===== config.mk =====
export PLATFORM = sky130hd
export DESIGN_NAME = elevator_dispatcher
export DESIGN_NICKNAME = d
export VERILOG_FILES = /design/src/rtl/elevator_dispatcher.sv
export SDC_FILE = /design/constraint.sdc
export NUM_CORES = 1
export LEC_CHECK = 0
export BUFFER_PORTS_ARGS = -buffer_cell sky130_fd_sc_hd__buf_2
export CAP_MARGIN = 20
export CORE_MARGIN = 4
export CORE_UTILIZATION = 35
export CTS_CLUSTER_DIAMETER = 120
export CTS_CLUSTER_SIZE = 14
export DETAILED_ROUTE_END_ITERATION = 12
export GPL_ROUTABILITY_DRIVEN = 0
export SLEW_MARGIN = 20
export SYNTH_ARGS = -nofsm -noshare
export SYNTH_HDL_FRONTEND = slang
export SYNTH_SLANG_ARGS = --single-unit

===== constraint.sdc =====
create_clock -name clk -period 3.5 [get_ports clk]
set_clock_uncertainty 0.15 [all_clocks]
set_input_delay 0.7 -clock clk [delete_from_list [all_inputs] [get_ports clk]]
set_output_delay 0.7 -clock clk [all_outputs]
set_load 0.05 [all_outputs]

===== src/rtl/elevator_dispatcher.sv =====
// Hall-call dispatcher for a two-car, four-floor elevator bank. It latches hall calls,
// picks one pending call at a time, and offers it to the nearest idle car over valid/ack.
module elevator_dispatcher #(
    parameter int NUM_FLOORS  = 4,
    parameter int ACK_TIMEOUT = 16
) (
    input  logic                          clk,
    input  logic                          reset,
    input  logic [NUM_FLOORS-1:0]         hall_up_req,
    input  logic [NUM_FLOORS-1:0]         hall_dn_req,
    input  logic [$clog2(NUM_FLOORS)-1:0] car0_floor,
    input  logic [$clog2(NUM_FLOORS)-1:0] car1_floor,
    input  logic                          car0_idle,
    input  logic                          car1_idle,
    input  logic                          emergency,
    output logic [$clog2(NUM_FLOORS)-1:0] car0_target,
    output logic                          car0_valid,
    input  logic                          car0_ack,
    output logic [$clog2(NUM_FLOORS)-1:0] car1_target,
    output logic                          car1_valid,
    input  logic                          car1_ack,
    output logic [NUM_FLOORS-1:0]         pending_up,
    output logic [NUM_FLOORS-1:0]         pending_dn,
    output logic                          emergency_active
);
    localparam int FW = $clog2(NUM_FLOORS);
    localparam logic [NUM_FLOORS-1:0] UP_MASK = {1'b0, {(NUM_FLOORS-1){1'b1}}};
    localparam logic [NUM_FLOORS-1:0] DN_MASK = {{(NUM_FLOORS-1){1'b1}}, 1'b0};
    localparam logic [7:0] TMO_LAST = 8'(ACK_TIMEOUT - 1);

    typedef enum logic [1:0] {
        SCAN  = 2'd0,
        OFFER = 2'd1,
        EMERG = 2'd2
    } state_t;

    state_t                  state_q, state_d;
    logic [NUM_FLOORS-1:0]   pend_up_q, pend_up_d;
    logic [NUM_FLOORS-1:0]   pend_dn_q, pend_dn_d;
    logic [NUM_FLOORS-1:0]   clr_up, clr_dn;
    logic [FW-1:0]           call_floor_q, call_floor_d;
    logic                    call_up_q, call_up_d;
    logic                    car_q, car_d;
    logic                    rr_q, rr_d;
    logic [7:0]              tmo_q, tmo_d;
    logic [1:0]              excl_q, excl_d;
    logic                    valid0_q, valid0_d;
    logic                    valid1_q, valid1_d;
    logic [FW-1:0]           tgt0_q, tgt0_d;
    logic [FW-1:0]           tgt1_q, tgt1_d;

    logic                    call_found;
    logic [FW-1:0]           call_floor;
    logic                    call_up;
    logic                    elig0, elig1;
    logic [FW-1:0]           dist0, dist1;
    logic                    pick_ok, pick_car, pick_tie;
    logic                    offered_ack;

    function automatic logic [FW-1:0] floor_dist(input logic [FW-1:0] a, input logic [FW-1:0] b);
        return (a > b) ? (a - b) : (b - a);
    endfunction

    // Lowest-priority candidates are visited first so the last hit is the winner:
    // down calls top to bottom, then up calls top to bottom (up floor 0 ends up best).
    always_comb begin
        call_found = 1'b0;
        call_floor = '0;
        call_up    = 1'b0;
        for (int i = NUM_FLOORS - 1; i >= 1; i--) begin
            if (pend_dn_q[i]) begin
                call_found = 1'b1;
                call_floor = FW'(i);
                call_up    = 1'b0;
            end
        end
        for (int i = NUM_FLOORS - 2; i >= 0; i--) begin
            if (pend_up_q[i]) begin
                call_found = 1'b1;
                call_floor = FW'(i);
                call_up    = 1'b1;
            end
        end
    end

    assign elig0 = car0_idle & ~excl_q[0];
    assign elig1 = car1_idle & ~excl_q[1];
    assign dist0 = floor_dist(car0_floor, call_floor);
    assign dist1 = floor_dist(car1_floor, call_floor);

    always_comb begin
        pick_car = 1'b0;
        pick_tie = 1'b0;
        if (elig0 && elig1) begin
            if (dist0 < dist1) begin
                pick_car = 1'b0;
            end else if (dist1 < dist0) begin
                pick_car = 1'b1;
            end else begin
                pick_car = rr_q;
                pick_tie = 1'b1;
            end
        end else if (elig1) begin
            pick_car = 1'b1;
        end
        pick_ok = call_found & (elig0 | elig1);
    end

    assign offered_ack = car_q ? car1_ack : car0_ack;

    always_comb begin
        state_d      = state_q;
        call_floor_d = call_floor_q;
        call_up_d    = call_up_q;
        car_d        = car_q;
        rr_d         = rr_q;
        tmo_d        = tmo_q;
        excl_d       = excl_q;
        valid0_d     = valid0_q;
        valid1_d     = valid1_q;
        tgt0_d       = tgt0_q;
        tgt1_d       = tgt1_q;
        clr_up       = '0;
        clr_dn       = '0;

        if (emergency) begin
            // Emergency overrides any ack or timeout arriving in the same cycle.
            state_d  = EMERG;
            valid0_d = 1'b0;
            valid1_d = 1'b0;
        end else begin
            case (state_q)
                SCAN: begin
                    if (!call_found) begin
                        excl_d = '0;
                    end
                    if (pick_ok) begin
                        state_d      = OFFER;
                        call_floor_d = call_floor;
                        call_up_d    = call_up;
                        car_d        = pick_car;
                        tmo_d        = '0;
                        if (pick_tie) begin
                            rr_d = ~rr_q;
                        end
                        if (pick_car) begin
                            valid1_d = 1'b1;
                            tgt1_d   = call_floor;
                        end else begin
                            valid0_d = 1'b1;
                            tgt0_d   = call_floor;
                        end
                    end
                end
                OFFER: begin
                    if (offered_ack) begin
                        clr_up[call_floor_q] = call_up_q;
                        clr_dn[call_floor_q] = ~call_up_q;
                        valid0_d             = 1'b0;
                        valid1_d             = 1'b0;
                        state_d              = SCAN;
                    end else if (tmo_q == TMO_LAST) begin
                        valid0_d       = 1'b0;
                        valid1_d       = 1'b0;
                        excl_d[car_q]  = 1'b1;
                        state_d        = SCAN;
                    end else begin
                        tmo_d = tmo_q + 8'd1;
                    end
                end
                EMERG: begin
                    state_d = SCAN;
                end
                default: begin
                    state_d = SCAN;
                end
            endcase
        end

        // Set beats clear on the same bit, so a repeat call during its own ack stays lit.
        pend_up_d = (pend_up_q & ~clr_up) | (hall_up_req & UP_MASK);
        pend_dn_d = (pend_dn_q & ~clr_dn) | (hall_dn_req & DN_MASK);
        if (emergency || (state_q == EMERG)) begin
            pend_up_d = '0;
            pend_dn_d = '0;
        end
    end

    always_ff @(posedge clk or negedge reset) begin
        if (!reset) begin
            state_q      <= SCAN;
            pend_up_q    <= '0;
            pend_dn_q    <= '0;
            call_floor_q <= '0;
            call_up_q    <= 1'b0;
            car_q        <= 1'b0;
            rr_q         <= 1'b0;
            tmo_q        <= '0;
            excl_q       <= '0;
            valid0_q     <= 1'b0;
            valid1_q     <= 1'b0;
            tgt0_q       <= '0;
            tgt1_q       <= '0;
        end else begin
            state_q      <= state_d;
            pend_up_q    <= pend_up_d;
            pend_dn_q    <= pend_dn_d;
            call_floor_q <= call_floor_d;
            call_up_q    <= call_up_d;
            car_q        <= car_d;
            rr_q         <= rr_d;
            tmo_q        <= tmo_d;
            excl_q       <= excl_d;
            valid0_q     <= valid0_d;
            valid1_q     <= valid1_d;
            tgt0_q       <= tgt0_d;
            tgt1_q       <= tgt1_d;
        end
    end

    assign car0_valid       = valid0_q;
    assign car1_valid       = valid1_q;
    assign car0_target      = tgt0_q;
    assign car1_target      = tgt1_q;
    assign pending_up       = pend_up_q;
    assign pending_dn       = pend_dn_q;
    assign emergency_active = (state_q == EMERG);

endmodule

==> impl_metrics.json, run 1 <==
{
  "status": "finished clean",
  "drtIter0Drc": 54,
  "start_util_pct": 37.0,
  "yosys_most_used_dff": "dfrtp_1",
  "cts_buffers": 5,
  "yosys_register_bits": 31,
  "rows": 25,
  "routedWlPerCell_um": 13.4,
  "crit_path_start_kind": "flop",
  "finalSetupViolations": 0,
  "io_buffer_count": 31,
  "p_comb_share_pct": 33.5,
  "clockPowerShare_pct": 29.2,
  "yosysSeqAreaShare_pct": 43.2,
  "p_sw_share_pct": 35.5,
  "clockRootBuffer": "clkbuf_8",
  "drcViolationCount": 0,
  "vias_per_cell": 5.01,
  "grt_use_total_pct": 13.3,
  "worst_path_most_repeated_cell": "a21oi_2",
  "grt_pass1_wl_um": 6590,
  "grt_pass1_vias": 1398,
  "num_vias": 1467,
  "die-height_um": 79.6,
  "clkLatencyLatePin_ns": 0.28,
  "hold_class": "in2async",
  "cts_tree": "done",
  "post-route-min-period_ns": 3.36,
  "synth_top_family_by_area": "simple AND/OR/NAND/NOR gates",
  "synth_xor_area_share_pct": 2.44,
  "finalCritPeriodShare_pct": 96.0,
  "p_leak_nw": 1.08,
  "ios": 34,
  "antenna_found_initial": 0,
  "yosysTopAreaCell": "dfrtp_1",
  "cts.sinks": 31,
  "tightest_slew_ns": 0.695,
  "yosys-top-cells-area": "dfrtp_1, ha_1, nor2_1",
  "crit_fanout": 4,
  "critical_path_class": "reg2reg",
  "postPlaceCellArea_mm2": 0.00204,
  "slowest_stage": "fa_2",
  "yosys.cell_types.count": 45,
  "clock_path_buffers": 2,
  "power.switching_mw": 0.443,
  "core_area_mm2": 0.00485,
  "fmax_ghz": 0.298,
  "die_w_um": 79.6,
  "syn_inst": 185,
  "clkTransAtPathRegs_ns": 0.07,
  "peakVddDrop_mv": 0.227,
  "synth_compound_area_share_pct": 15.3,
  "hold_viol": 0,
  "synth.top_cell.area_share_pct": 43.2,
  "p_int_mw": 0.806,
  "synthTopCellsByCount": "dfrtp_1, nor2_1, nand2_1",
  "crit_required_ns": 3.51,
  "p_seq_share_pct": 37.2,
  "final_nets": 254,
  "synthArstFlopShare_pct": 100,
  "firstDrtPassIters": 4,
  "grt_max_degree": 32,
  "maxCapViolCount": 0,
  "synth-warning-count": 0,
  "die_area_mm2": 0.00634,
  "worstPathArrival_ns": 3.38,
  "postSynthNetCount": 214,
  "post-dp-hpwl_um": 2990,
  "synth_fa_ha_area_share_pct": 7.81,
  "postSynthAreaPerCell_um2": 9.70,
  "muxShareOfSynthArea_pct": 5.09,
  "areaGrowthSynthToFinish_pct": 24.4,
  "nFillCells": 496,
  "power.total_mw": 1.25,
  "synth_area_mm2": 0.00179,
  "relSlewSlack_pct": 53.7,
  "cts_max_level": 2,
  "end_kind": "flop",
  "insertedDiodeCount": 0,
  "synth_edf_count": 0,
  "rsz0062_at_grt": "yes",
  "layout-drive-gt1-share_pct": 35.0,
  "postRouteWirelength_um": 3940,
  "synth_most_common_cell": "dfrtp_1",
  "p_per_area_mw_per_mm2": 560,
  "fin_area_mm2": 0.00223,
  "ant_nets": 0,
  "slowest_delay_ns": 0.58,
  "synth-simple-area-share_pct": 21.9,
  "grt_overflow": 0,
  "crit_chain": "nand2b_4 -> a21oi_2 -> nor2_1 -> nor2_2 -> ha_2 -> inv_2 -> fa_2 -> a21oi_2 -> o221ai_2 -> ha_1 -> a211oi_2 -> a21oi_2 -> a21oi_4 -> mux2_4",
  "drv_slew": 0
}
sequential cells by signal, summed over array words and instances (netlist names):
register / flops
car0_valid: 1
car1_target: 2
rr_q: 1
call_up_q: 1
excl_q: 2
car0_target: 2
call_floor_q: 2
car_q: 1
car1_valid: 1
pending_up: 4
pending_dn: 4
tmo_q: 8
state_q: 2
cells in the final DEF, fill, tap and decap left out, types with 3 or more instances in the layout:
master     n
nor3_1     8
nor2_1    18
o21ai_1    3
dfrtp_2    3
xor2_1     3
a21oi_2    3
nor2_2     4
mux2_4     4
nand3_1    7
dfrtp_1   28
o21ai_0   11
ha_1       7
buf_4      6
inv_1     11
nand2b_1   6
clkbuf_8   6
a21o_1     3
a21oi_1    6
nand2_1   13
buf_2     31
cells by family (layout without fill, tap and decap cells):
| family | count (synthesis) | after routing |
|---|---|---|
| adder cells (fa/ha/maj) | 10 | 10 |
| AO/OA/AOI/OAI | 39 | 39 |
| buffers and inverters | 16 | 57 |
| flip-flops | 31 | 31 |
| XOR/XNOR | 5 | 5 |
| multiplexers | 8 | 8 |
| AND/OR/NAND/NOR | 76 | 76 |
critical path, delay by kind of cell, from the launching register on:
family	cells	cell delay, ns
AO/OA/AOI/OAI	6	0.87
flip-flops	1	0.43
adder cells (fa/ha/maj)	3	1.05
AND/OR/NAND/NOR	3	0.37
multiplexers	1	0.32
buffers and inverters	1	0.04
path summary, 6_finish.rpt:
| path | startpoint | to | slack, ns | cells after the start |
|---|---|---|---|---|
| max in group asynchronous | reset | pending_dn[2]$_DFF_PN0_ | 2.41 | 1 |
| setup / recovery | pending_dn[2]$_DFF_PN0_ | car1_target[1]$_DFFE_PN0P_ | 0.14 | 14 |
| hold reg to reg | car1_valid$_DFFE_PN0P_ | car1_valid$_DFFE_PN0P_ | 0.32 | 1 |
| min in group clk | car1_valid$_DFFE_PN0P_ | car1_valid$_DFFE_PN0P_ | 0.32 | 1 |
| setup reg to reg | pending_dn[2]$_DFF_PN0_ | car1_target[1]$_DFFE_PN0P_ | 0.14 | 14 |
| hold / removal | reset | pending_dn[0]$_DFF_PN0_ | 0.31 | 1 |
cell type report:
cell class              instances  area, um^2  share of cell area, %
clock buffers                   6        82.6                   3.70
clock inverters                 2        35.0                   1.57
inverters                      12        45.0                   2.02
multi-input cells             138        1010                   45.1
flip-flops and latches         31         779                   34.9
well taps                      67        83.8                   3.76
repair buffers                 37         200                   8.97
what timing repair did:
item,in CTS,in global routing
buffers inserted,0,2
setup endpoints to repair,0,5
hold buffers,0,0
gates resized for setup,0,17
per-layer routing:
metal / vias to the layer above / track usage, % / share of wire, %
met5: - / 0 / 0
met4: 0 / 4.12 / 0.91
met3: 5 / 3.39 / 3.5
met2: 29 / 20.6 / 49
met1: 704 / 18.1 / 46
li1: 729 / - / -
power by group through the flow:
stage | Sequential (mW) | Clock, mW | Combinational, mW
after floorplan | 0.566 | 0 | 0.171
after global placement | 0.467 | 0 | 0.374
after detailed placement | 0.471 | 0 | 0.379
after CTS | 0.465 | 0.374 | 0.380
after global routing | 0.475 | 0.393 | 0.457
final | 0.465 | 0.365 | 0.419
through the flow:
| step | setup WS (ns) | instances | util, % | hold WS, ns | setup TNS (ns) |
|---|---|---|---|---|---|
| 4_1_cts | 0.00630 | 291 | 44.5 | 0.326 | 0 |
| 6_report | 0.139 | 293 | 46.0 | 0.309 | 0 |
| 3_3_place_gp | 0.0692 | 283 | 42.1 | 0.305 | 0 |
| 2_1_floorplan | 0.0203 | 185 | - | 0.254 | 0 |
| 3_5_place_dp | 0.0241 | 283 | 42.1 | 0.311 | 0 |
| 5_1_grt | -0.0523 | 293 | 46.0 | 0.333 | -0.105 |
No activity file was read; power rests on OpenSTA's default activity.
==> run 2, diff against run 1 <==
RECOVER_POWER = 100   (was default)
==> impl_metrics.json, run 2 (synthesis gave the netlist of run 1 again) <==
{
  "cts_hold_buf": 0,
  "relSlewSlack_pct": -10.9,
  "reg2reg_depth": 14,
  "ios": 34,
  "hold_class": "reg2reg",
  "layout-drive-gt1-share_pct": 27.9,
  "antenna_found_initial": 0,
  "finalCritPeriodShare_pct": 96.0,
  "maxCapViolCount": 1,
  "finalSetupViolations": 0,
  "clkTransAtPathRegs_ns": 0.07,
  "clkLatencyLatePin_ns": 0.28,
  "grt_max_degree": 32,
  "peakVddDrop_mv": 0.225,
  "cts_tree": "done",
  "firstDrtPassIters": 4,
  "drv_slew": 32,
  "p_leak_nw": 1.02,
  "final_nets": 254,
  "cts.sinks": 31,
  "top_register": "tmo_q",
  "final_cell_mix": "dfrtp_1, nor2_1, buf_2",
  "vias_per_cell": 4.94,
  "crit_required_ns": 3.51,
  "setup_ws_ns": 0.141,
  "core_area_mm2": 0.00485,
  "crit_fanout": 4,
  "power.total_mw": 1.24,
  "areaGrowthSynthToFinish_pct": 22.5,
  "drtIter0Drc": 62,
  "post-route-min-period_ns": 3.36,
  "grt_pass1_wl_um": 6590,
  "critical_path_class": "reg2reg",
  "num_vias": 1448,
  "post-dp-hpwl_um": 2990,
  "drcViolationCount": 0,
  "cts_buffers": 5,
  "routedWlPerCell_um": 13.5,
  "clock_path_buffers": 2,
  "p_per_area_mw_per_mm2": 563,
  "status": "finished with violations",
  "crit_path_start_kind": "flop",
  "layout_commonest_cell": "dfrtp_1",
  "clockRootBuffer": "clkbuf_8",
  "rows": 25,
  "fmax_ghz": 0.298,
  "rsz0062_at_grt": "yes",
  "tightest_slew_ns": 1.66,
  "io_buffer_count": 31,
  "place_ws_ns": 0.0241,
  "worstPathArrival_ns": 3.37,
  "dp_cells": 283,
  "grt_pass1_vias": 1398,
  "start_util_pct": 37.0,
  "end_kind": "flop",
  "grt_use_total_pct": 13.3,
  "ant_nets": 0,
  "hold_viol": 0,
  "die-height_um": 79.6,
  "grt_overflow": 0,
  "die_area_mm2": 0.00634,
  "largest_reg_flops": 8,
  "postRouteWirelength_um": 3940,
  "violations": "capacitance limit, slew limit",
  "insertedDiodeCount": 0,
  "min_delay_path_depth": 1,
  "cts_max_level": 2,
  "fin_cells": 293,
  "die_w_um": 79.6
}
[run 2: cell count changes in the layout (fill, tap and decap cells not counted), sizes merged]
| cell | delta |
|---|---|
| buf | -13 |
| clkbuf | +13 |
[run 2: per-stage QoR]
step	hold slack [ns]	util [%]	cell area, um^2	setup TNS [ns]
6_report	0.324	45.3	2200	0
5_1_grt	0.338	45.3	2200	-0.105
4_1_cts	0.326	44.5	2160	0
3_5_place_dp	0.311	42.1	2040	0
3_3_place_gp	0.305	42.1	2040	0
2_1_floorplan	0.254	-	1800	0
[run 2: final timing paths]
check	slack, ns	startpoint	to
worst max-delay path	0.14	pending_dn[2]$_DFF_PN0_	car1_target[1]$_DFFE_PN0P_
worst min-delay path	0.32	rr_q$_DFFE_PN0P_	rr_q$_DFFE_PN0P_
worst max register to register	0.14	pending_dn[2]$_DFF_PN0_	car1_target[1]$_DFFE_PN0P_
worst min register to register	0.32	rr_q$_DFFE_PN0P_	rr_q$_DFFE_PN0P_
max in group asynchronous	1.43	reset	pending_dn[2]$_DFF_PN0_
min in group asynchronous	0.69	reset	call_floor_q[0]$_DFFE_PN0P_
[run 2: final cells by class]
type | instances | area (um^2)
Tap cell | 67 | 83.8
Clock buffer | 6 | 82.6
Clock inverter | 2 | 35.0
Multi-Input combinational cell | 138 | 987
Sequential cell | 31 | 779
Timing Repair Buffer | 37 | 184
Fill cell | 508 | 2650
Inverter | 12 | 45.0
[run 2: critical path: stages, from the launching register on]
cell	delay, ns
dfrtp_2	0.43
nand2b_4	0.14
a21oi_2	0.10
nor2_1	0.06
nor2_2	0.17
ha_2	0.20
inv_2	0.04
fa_2	0.58
a21oi_2	0.06
o221ai_2	0.16
ha_1	0.27
a211oi_2	0.25
a21oi_2	0.08
a21oi_4	0.22
mux2_4	0.32
[run 2: report_power, final]
group / internal (mW) / switching, mW / total (mW)
clock network: 0.230 / 0.134 / 0.365
registers: 0.413 / 0.0515 / 0.465
logic: 0.152 / 0.255 / 0.407
[run 2: timing repair]
item / in CTS / in global routing
setup buffers: 0 / 2
endpoints found under the setup margin: 0 / 5
resized for setup: 0 / 17
[run 2: layer usage]
layer  routed length [um]  vias up  track usage [%]
met5                    0        -                0
li1                     -      730                -
met4                   33        0             4.12
met3                  130        5             3.39
met1                 1860      692             18.1
met2                 1920       21             20.6
